$ cat src/rtl/ps2_command_tx.sv
// rtl/ps2_command_tx.sv - host-to-device PS/2 command byte transmitter
// Drives open-drain enables for PS2_CLK/PS2_DAT and clocks out one frame per request.
module ps2_command_tx #(
  parameter int INHIBIT_CYCLES = 5000,
  parameter int START_TIMEOUT  = 750000,
  parameter int XFER_TIMEOUT   = 100000
) (
  input  logic       CLOCK_50,
  input  logic       reset,
  input  logic [7:0] cmd_data,
  input  logic       send,
  input  logic       ps2_clk_in,
  input  logic       ps2_dat_in,
  output logic       clk_oe,
  output logic       dat_oe,
  output logic       busy,
  output logic       done,
  output logic       error,
  output logic [1:0] err_code
);

  localparam int MAX_A = (INHIBIT_CYCLES > START_TIMEOUT) ? INHIBIT_CYCLES : START_TIMEOUT;
  localparam int MAX_P = (MAX_A > XFER_TIMEOUT) ? MAX_A : XFER_TIMEOUT;
  localparam int CW    = $clog2(MAX_P + 1);

  // INHIBIT ends one cycle early so the REQ cycle completes the clock-low hold.
  localparam logic [CW-1:0] INH_LAST   = CW'(INHIBIT_CYCLES - 2);
  localparam logic [CW-1:0] START_LAST = CW'(START_TIMEOUT - 1);
  localparam logic [CW-1:0] XFER_LAST  = CW'(XFER_TIMEOUT - 1);

  localparam logic [2:0] S_IDLE      = 3'd0;
  localparam logic [2:0] S_INHIBIT   = 3'd1;
  localparam logic [2:0] S_REQ       = 3'd2;
  localparam logic [2:0] S_WAIT_DEV  = 3'd3;
  localparam logic [2:0] S_SHIFT     = 3'd4;
  localparam logic [2:0] S_WAIT_ACK  = 3'd5;
  localparam logic [2:0] S_WAIT_IDLE = 3'd6;

  logic [2:0]    state_q, state_d;
  logic [CW-1:0] cnt_q, cnt_d;
  logic [3:0]    bit_cnt_q, bit_cnt_d;
  logic [9:0]    shift_q, shift_d;
  logic          clk_oe_q, clk_oe_d, dat_oe_q, dat_oe_d;
  logic          busy_q, busy_d, done_q, done_d, error_q, error_d;
  logic [1:0]    err_code_q, err_code_d;
  logic          clk_s1_q, clk_s1_d, clk_s2_q, clk_s2_d, clk_prev_q, clk_prev_d;
  logic          dat_s1_q, dat_s1_d, dat_s2_q, dat_s2_d;
  logic          fall;
  logic [1:0]    abort_code;

  assign fall = clk_prev_q & ~clk_s2_q;

  always_comb begin
    state_d    = state_q;
    cnt_d      = cnt_q;
    bit_cnt_d  = bit_cnt_q;
    shift_d    = shift_q;
    clk_oe_d   = clk_oe_q;
    dat_oe_d   = dat_oe_q;
    busy_d     = busy_q;
    done_d     = 1'b0;
    error_d    = 1'b0;
    err_code_d = err_code_q;
    abort_code = 2'b00;
    clk_s1_d   = ps2_clk_in;
    clk_s2_d   = clk_s1_q;
    clk_prev_d = clk_s2_q;
    dat_s1_d   = ps2_dat_in;
    dat_s2_d   = dat_s1_q;

    case (state_q)
      S_IDLE: begin
        clk_oe_d = 1'b0;
        dat_oe_d = 1'b0;
        if (send && !busy_q) begin
          shift_d    = {1'b1, ~^cmd_data, cmd_data};
          err_code_d = 2'b00;
          busy_d     = 1'b1;
          clk_oe_d   = 1'b1;
          cnt_d      = '0;
          state_d    = S_INHIBIT;
        end
      end
      S_INHIBIT: begin
        cnt_d = cnt_q + 1'b1;
        if (cnt_q == INH_LAST) begin
          dat_oe_d = 1'b1;
          state_d  = S_REQ;
        end
      end
      S_REQ: begin
        clk_oe_d = 1'b0;
        cnt_d    = '0;
        state_d  = S_WAIT_DEV;
      end
      S_WAIT_DEV: begin
        if (fall) begin
          dat_oe_d  = ~shift_q[0];
          bit_cnt_d = 4'd1;
          cnt_d     = '0;
          state_d   = S_SHIFT;
        end else if (cnt_q == START_LAST) begin
          abort_code = 2'b01;
        end else begin
          cnt_d = cnt_q + 1'b1;
        end
      end
      S_SHIFT: begin
        if (cnt_q == XFER_LAST) begin
          abort_code = 2'b10;
        end else begin
          cnt_d = cnt_q + 1'b1;
          if (fall) begin
            dat_oe_d  = ~shift_q[bit_cnt_q];
            bit_cnt_d = bit_cnt_q + 4'd1;
            if (bit_cnt_q == 4'd9) state_d = S_WAIT_ACK;
          end
        end
      end
      S_WAIT_ACK: begin
        dat_oe_d = 1'b0;
        if (cnt_q == XFER_LAST) begin
          abort_code = 2'b10;
        end else begin
          cnt_d = cnt_q + 1'b1;
          if (fall) begin
            if (dat_s2_q) abort_code = 2'b11;
            else          state_d    = S_WAIT_IDLE;
          end
        end
      end
      S_WAIT_IDLE: begin
        if (cnt_q == XFER_LAST) begin
          abort_code = 2'b10;
        end else begin
          cnt_d = cnt_q + 1'b1;
          if (clk_s2_q && dat_s2_q) begin
            done_d  = 1'b1;
            busy_d  = 1'b0;
            state_d = S_IDLE;
          end
        end
      end
      default: state_d = S_IDLE;
    endcase

    if (abort_code != 2'b00) begin
      clk_oe_d   = 1'b0;
      dat_oe_d   = 1'b0;
      error_d    = 1'b1;
      err_code_d = abort_code;
      busy_d     = 1'b0;
      state_d    = S_IDLE;
    end
  end

  always_ff @(posedge CLOCK_50) begin
    if (reset) begin
      state_q    <= S_IDLE;
      cnt_q      <= '0;
      bit_cnt_q  <= 4'd0;
      shift_q    <= '0;
      clk_oe_q   <= 1'b0;
      dat_oe_q   <= 1'b0;
      busy_q     <= 1'b0;
      done_q     <= 1'b0;
      error_q    <= 1'b0;
      err_code_q <= 2'b00;
      clk_s1_q   <= 1'b1;
      clk_s2_q   <= 1'b1;
      clk_prev_q <= 1'b1;
      dat_s1_q   <= 1'b1;
      dat_s2_q   <= 1'b1;
    end else begin
      state_q    <= state_d;
      cnt_q      <= cnt_d;
      bit_cnt_q  <= bit_cnt_d;
      shift_q    <= shift_d;
      clk_oe_q   <= clk_oe_d;
      dat_oe_q   <= dat_oe_d;
      busy_q     <= busy_d;
      done_q     <= done_d;
      error_q    <= error_d;
      err_code_q <= err_code_d;
      clk_s1_q   <= clk_s1_d;
      clk_s2_q   <= clk_s2_d;
      clk_prev_q <= clk_prev_d;
      dat_s1_q   <= dat_s1_d;
      dat_s2_q   <= dat_s2_d;
    end
  end

  assign clk_oe   = clk_oe_q;
  assign dat_oe   = dat_oe_q;
  assign busy     = busy_q;
  assign done     = done_q;
  assign error    = error_q;
  assign err_code = err_code_q;

endmodule

$ cat config.mk
export PLATFORM = sky130hd
export DESIGN_NAME = ps2_command_tx
export DESIGN_NICKNAME = d
export VERILOG_FILES = /design/src/rtl/ps2_command_tx.sv
export SDC_FILE = /design/constraint.sdc
export NUM_CORES = 1
export LEC_CHECK = 0
export CORE_MARGIN = 1.5
export CORE_UTILIZATION = 40
export CTS_BUF_LIST = sky130_fd_sc_hd__clkbuf_2
export DETAILED_ROUTE_END_ITERATION = 8
export HOLD_SLACK_MARGIN = 0.06
export SLEW_MARGIN = 30
export SYNTH_ARGS = -nofsm -noshare
export SYNTH_HDL_FRONTEND = slang
export SYNTH_SLANG_ARGS = --single-unit
$ cat constraint.sdc
create_clock -name CLOCK_50 -period 3.4 [get_ports CLOCK_50]
set_clock_uncertainty 0.2 [all_clocks]
set_input_delay 0.51 -clock CLOCK_50 [delete_from_list [all_inputs] [get_ports CLOCK_50]]
set_output_delay 0.51 -clock CLOCK_50 [all_outputs]
set_load 0.02 [all_outputs]
==> out/qor.txt <==
Status - complete, no violations
Die width - 83.9 um
Post-synth ARST share - 0
Vias in the first global route - 2,082
Critical Path, Cell by Cell - or4b_4, nor4_4, nand4_4, nand3_2, buf_4, nor2_1, nor3_1
Max-cap violations - 0
Number of flops mapped to enable cells by yosys - 0
Minimum clock period - 2440 ps
Final period utilization - 0.719
Final Hold Viols - 0
Multi-input gate area - 0.00154 mm^2
Syn_area_per_cell - 8.61 um^2
Routed len/inst - 14.3 um
Cells after synthesis - 304
Area post-placement - 0.00288 mm^2
Mapped Nets - 321
Synth unique cells - 54
CTS tree - built
Fin area - 0.00291 mm^2
Layout cells sized above 1 - 0.0779
Final ANT Viol Nets - 0
Setup repair bufs after CTS - 0
Netlist Area Pre-Place - 0.00262 mm^2
CTS Hold Buffers Added - 0
Worst-Margin Slew - 660 ps
Initial core utilization - 0.412
Slew headroom - 0.559
Total Nets Final - 338
LEAKAGE - 0.00103 uW
Data arrival, critical path - 2590 ps
Req. time, crit path - 3540 ps
Slowest cell on the critical path - or4b_4
Register area - 981 um^2
Hold Crit Class - reg -> reg
Vias per cell - 5.62
Worst-Skew Late Latency - 420 ps
HPWL after DPL - 4070 um
Largest net degree at the start of global routing - 22
Clock Path Buffers - 2
Type of origin of the critical path - flip-flop
I/O Pins - 20
Cell Count, Final, Fillers Out - 398
RSZ-0062 raised after global routing - false
CP max stage delay - 570 ps
First-pass GRT wire length - 9830 um
Sequential share of the synthesized area - 0.375
Primary FF master, synth - dfxtp_1
# setup viols final - 0
Rows - 29
CTS clk-pin slew, worst paths - 230 ps
Antenna violations before repair - 0
Detailed Routing Iterations Pass 1 - 4
Core area - 0.00635 mm^2
Tot GR Track Use - 0.170
Area delta synth->final - 11.3%
CTS buffer count - 5
Achievable frequency - 409 MHz
CTS H-Tree Depth - 2
Post-CTS Resized - 0
1st-iter DRT viols - 107
Residual DRC - 0
Setup TNS - 0 ps
Kind of critical path - reg -> reg
DIE AREA - 0.00704 mm^2
Max VDD drop - 247 uV
Hold slack - 238 ps
Routed via count - 2,235
Total grt overflow - 0
Routability cong. - 0.862
Fin. max-slew vios - 0
Dpl cells - 391
Yosys reg bits - 49
Crit end category - flip-flop
Root buf cell - clkbuf_2
Fillers - 628
Clock Sink Count - 49
Pwr per Cell Area - 331 mW/mm^2
Port bufs - 19
Syn. warnings - 0
Crit-path max FO - 9
Post-Route WL - 5690 um
Chip Height - 83.9 um
Core Util, Final - 0.459
Ant diodes - 0
## critical path: cells and delay by family, from the launching register on
kind / cells / cell delay, ps
buf+inv: 1 / 180
flops: 1 / 410
simple gates: 6 / 1570
## cells in the final DEF (no fill, tap or decap), drive strengths merged, types with 4 or more instances in the layout
master and n:
nor2 42, or4 4, nand4 10, xor2 10
inv 8, buf 5, dfxtp 49, clkbuf 6
ha 4, nor2b 7, nor4 5, o21ai 11
clkdlybuf4s50 19, or3 7, nand2 16, mux2i 12
and4 4, nor3 8, nand3 15, or2 5
xnor2 11, a21oi 20
## layer usage
metal | track usage | vias to the layer above | part of all wire
met5 | 0 | - | 0
met4 | 0.0537 | 0 | 0.012
met3 | 0.0326 | 8 | 0.037
met2 | 0.269 | 55 | 0.45
met1 | 0.233 | 1044 | 0.50
li1 | - | 1128 | -
## state kept, by name (all words and copies together) (netlist names)
signal      cells
clk_oe          1
clk_prev_q      1
state_q         3
busy            1
shift_q        10
err_code        2
dat_oe          1
cnt_q          20
done            1
bit_cnt_q       4
dat_s1_q        1
error           1
clk_prev_d      1
clk_s1_q        1
dat_s2_q        1
## synthesized netlist by cell type, types with 5 or more instances
library cell | count | share of area
nand4_1 | 9 | 0.022
clkbuf_1 | 11 | 0.016
a21oi_1 | 20 | 0.038
inv_1 | 8 | 0.011
nand2_1 | 16 | 0.023
or3_1 | 7 | 0.017
xor2_1 | 10 | 0.033
o21ai_1 | 7 | 0.013
nor2_1 | 42 | 0.060
mux2i_1 | 12 | 0.046
nor3_1 | 8 | 0.015
xnor2_1 | 11 | 0.037
dfxtp_1 | 49 | 0.37
nand3_1 | 13 | 0.025
nor2b_1 | 7 | 0.017
or2_2 | 5 | 0.012
## cell type report
class                           instances  area share
Tap cell                               77      0.0331
Clock inverter                          1     0.00129
Multi-Input combinational cell        233       0.530
Sequential cell                        49       0.337
Timing Repair Buffer                   24      0.0782
Inverter                                8      0.0103
Clock buffer                            6      0.0103
## cells by family (layout without fill, tap and decap cells)
family          after synthesis  after routing  synth area share
simple gates                144            144             0.318
flops                        49             49             0.375
fa+ha+maj                     4              4            0.0191
compound gates               50             50             0.120
mux                          14             14            0.0631
buf+inv                      22             39            0.0354
xor+xnor                     21             21            0.0703
## per-stage QoR
step | power, uW | setup slack (ps)
6_report | 963 | 957
5_1_grt | 1010 | 817
4_1_cts | 973 | 951
3_5_place_dp | 748 | 577
3_3_place_gp | 748 | 641
2_1_floorplan | 706 | 1260
## report_power, final
group	leakage, uW	switching (uW)	internal [uW]
logic	0.000609	66.0	61.0
registers	0.000398	15.8	593
clock network	0.0000265	179	48.0
## path summary, 6_finish.rpt
path                                             from               endpoint  slack (ps)  depth (start not counted)
worst max-delay path            cnt_q[6]$_SDFFE_PP0P_  cnt_q[2]$_SDFFE_PP0P_         960                          7
worst min-delay path              clk_s1_q$_SDFF_PP1_  clk_prev_d$_SDFF_PP1_         240                          1
worst max register to register  cnt_q[6]$_SDFFE_PP0P_  cnt_q[2]$_SDFFE_PP0P_         960                          7
worst min register to register    clk_s1_q$_SDFF_PP1_  clk_prev_d$_SDFF_PP1_         240                          1
(Power assumes the default switching activity.)
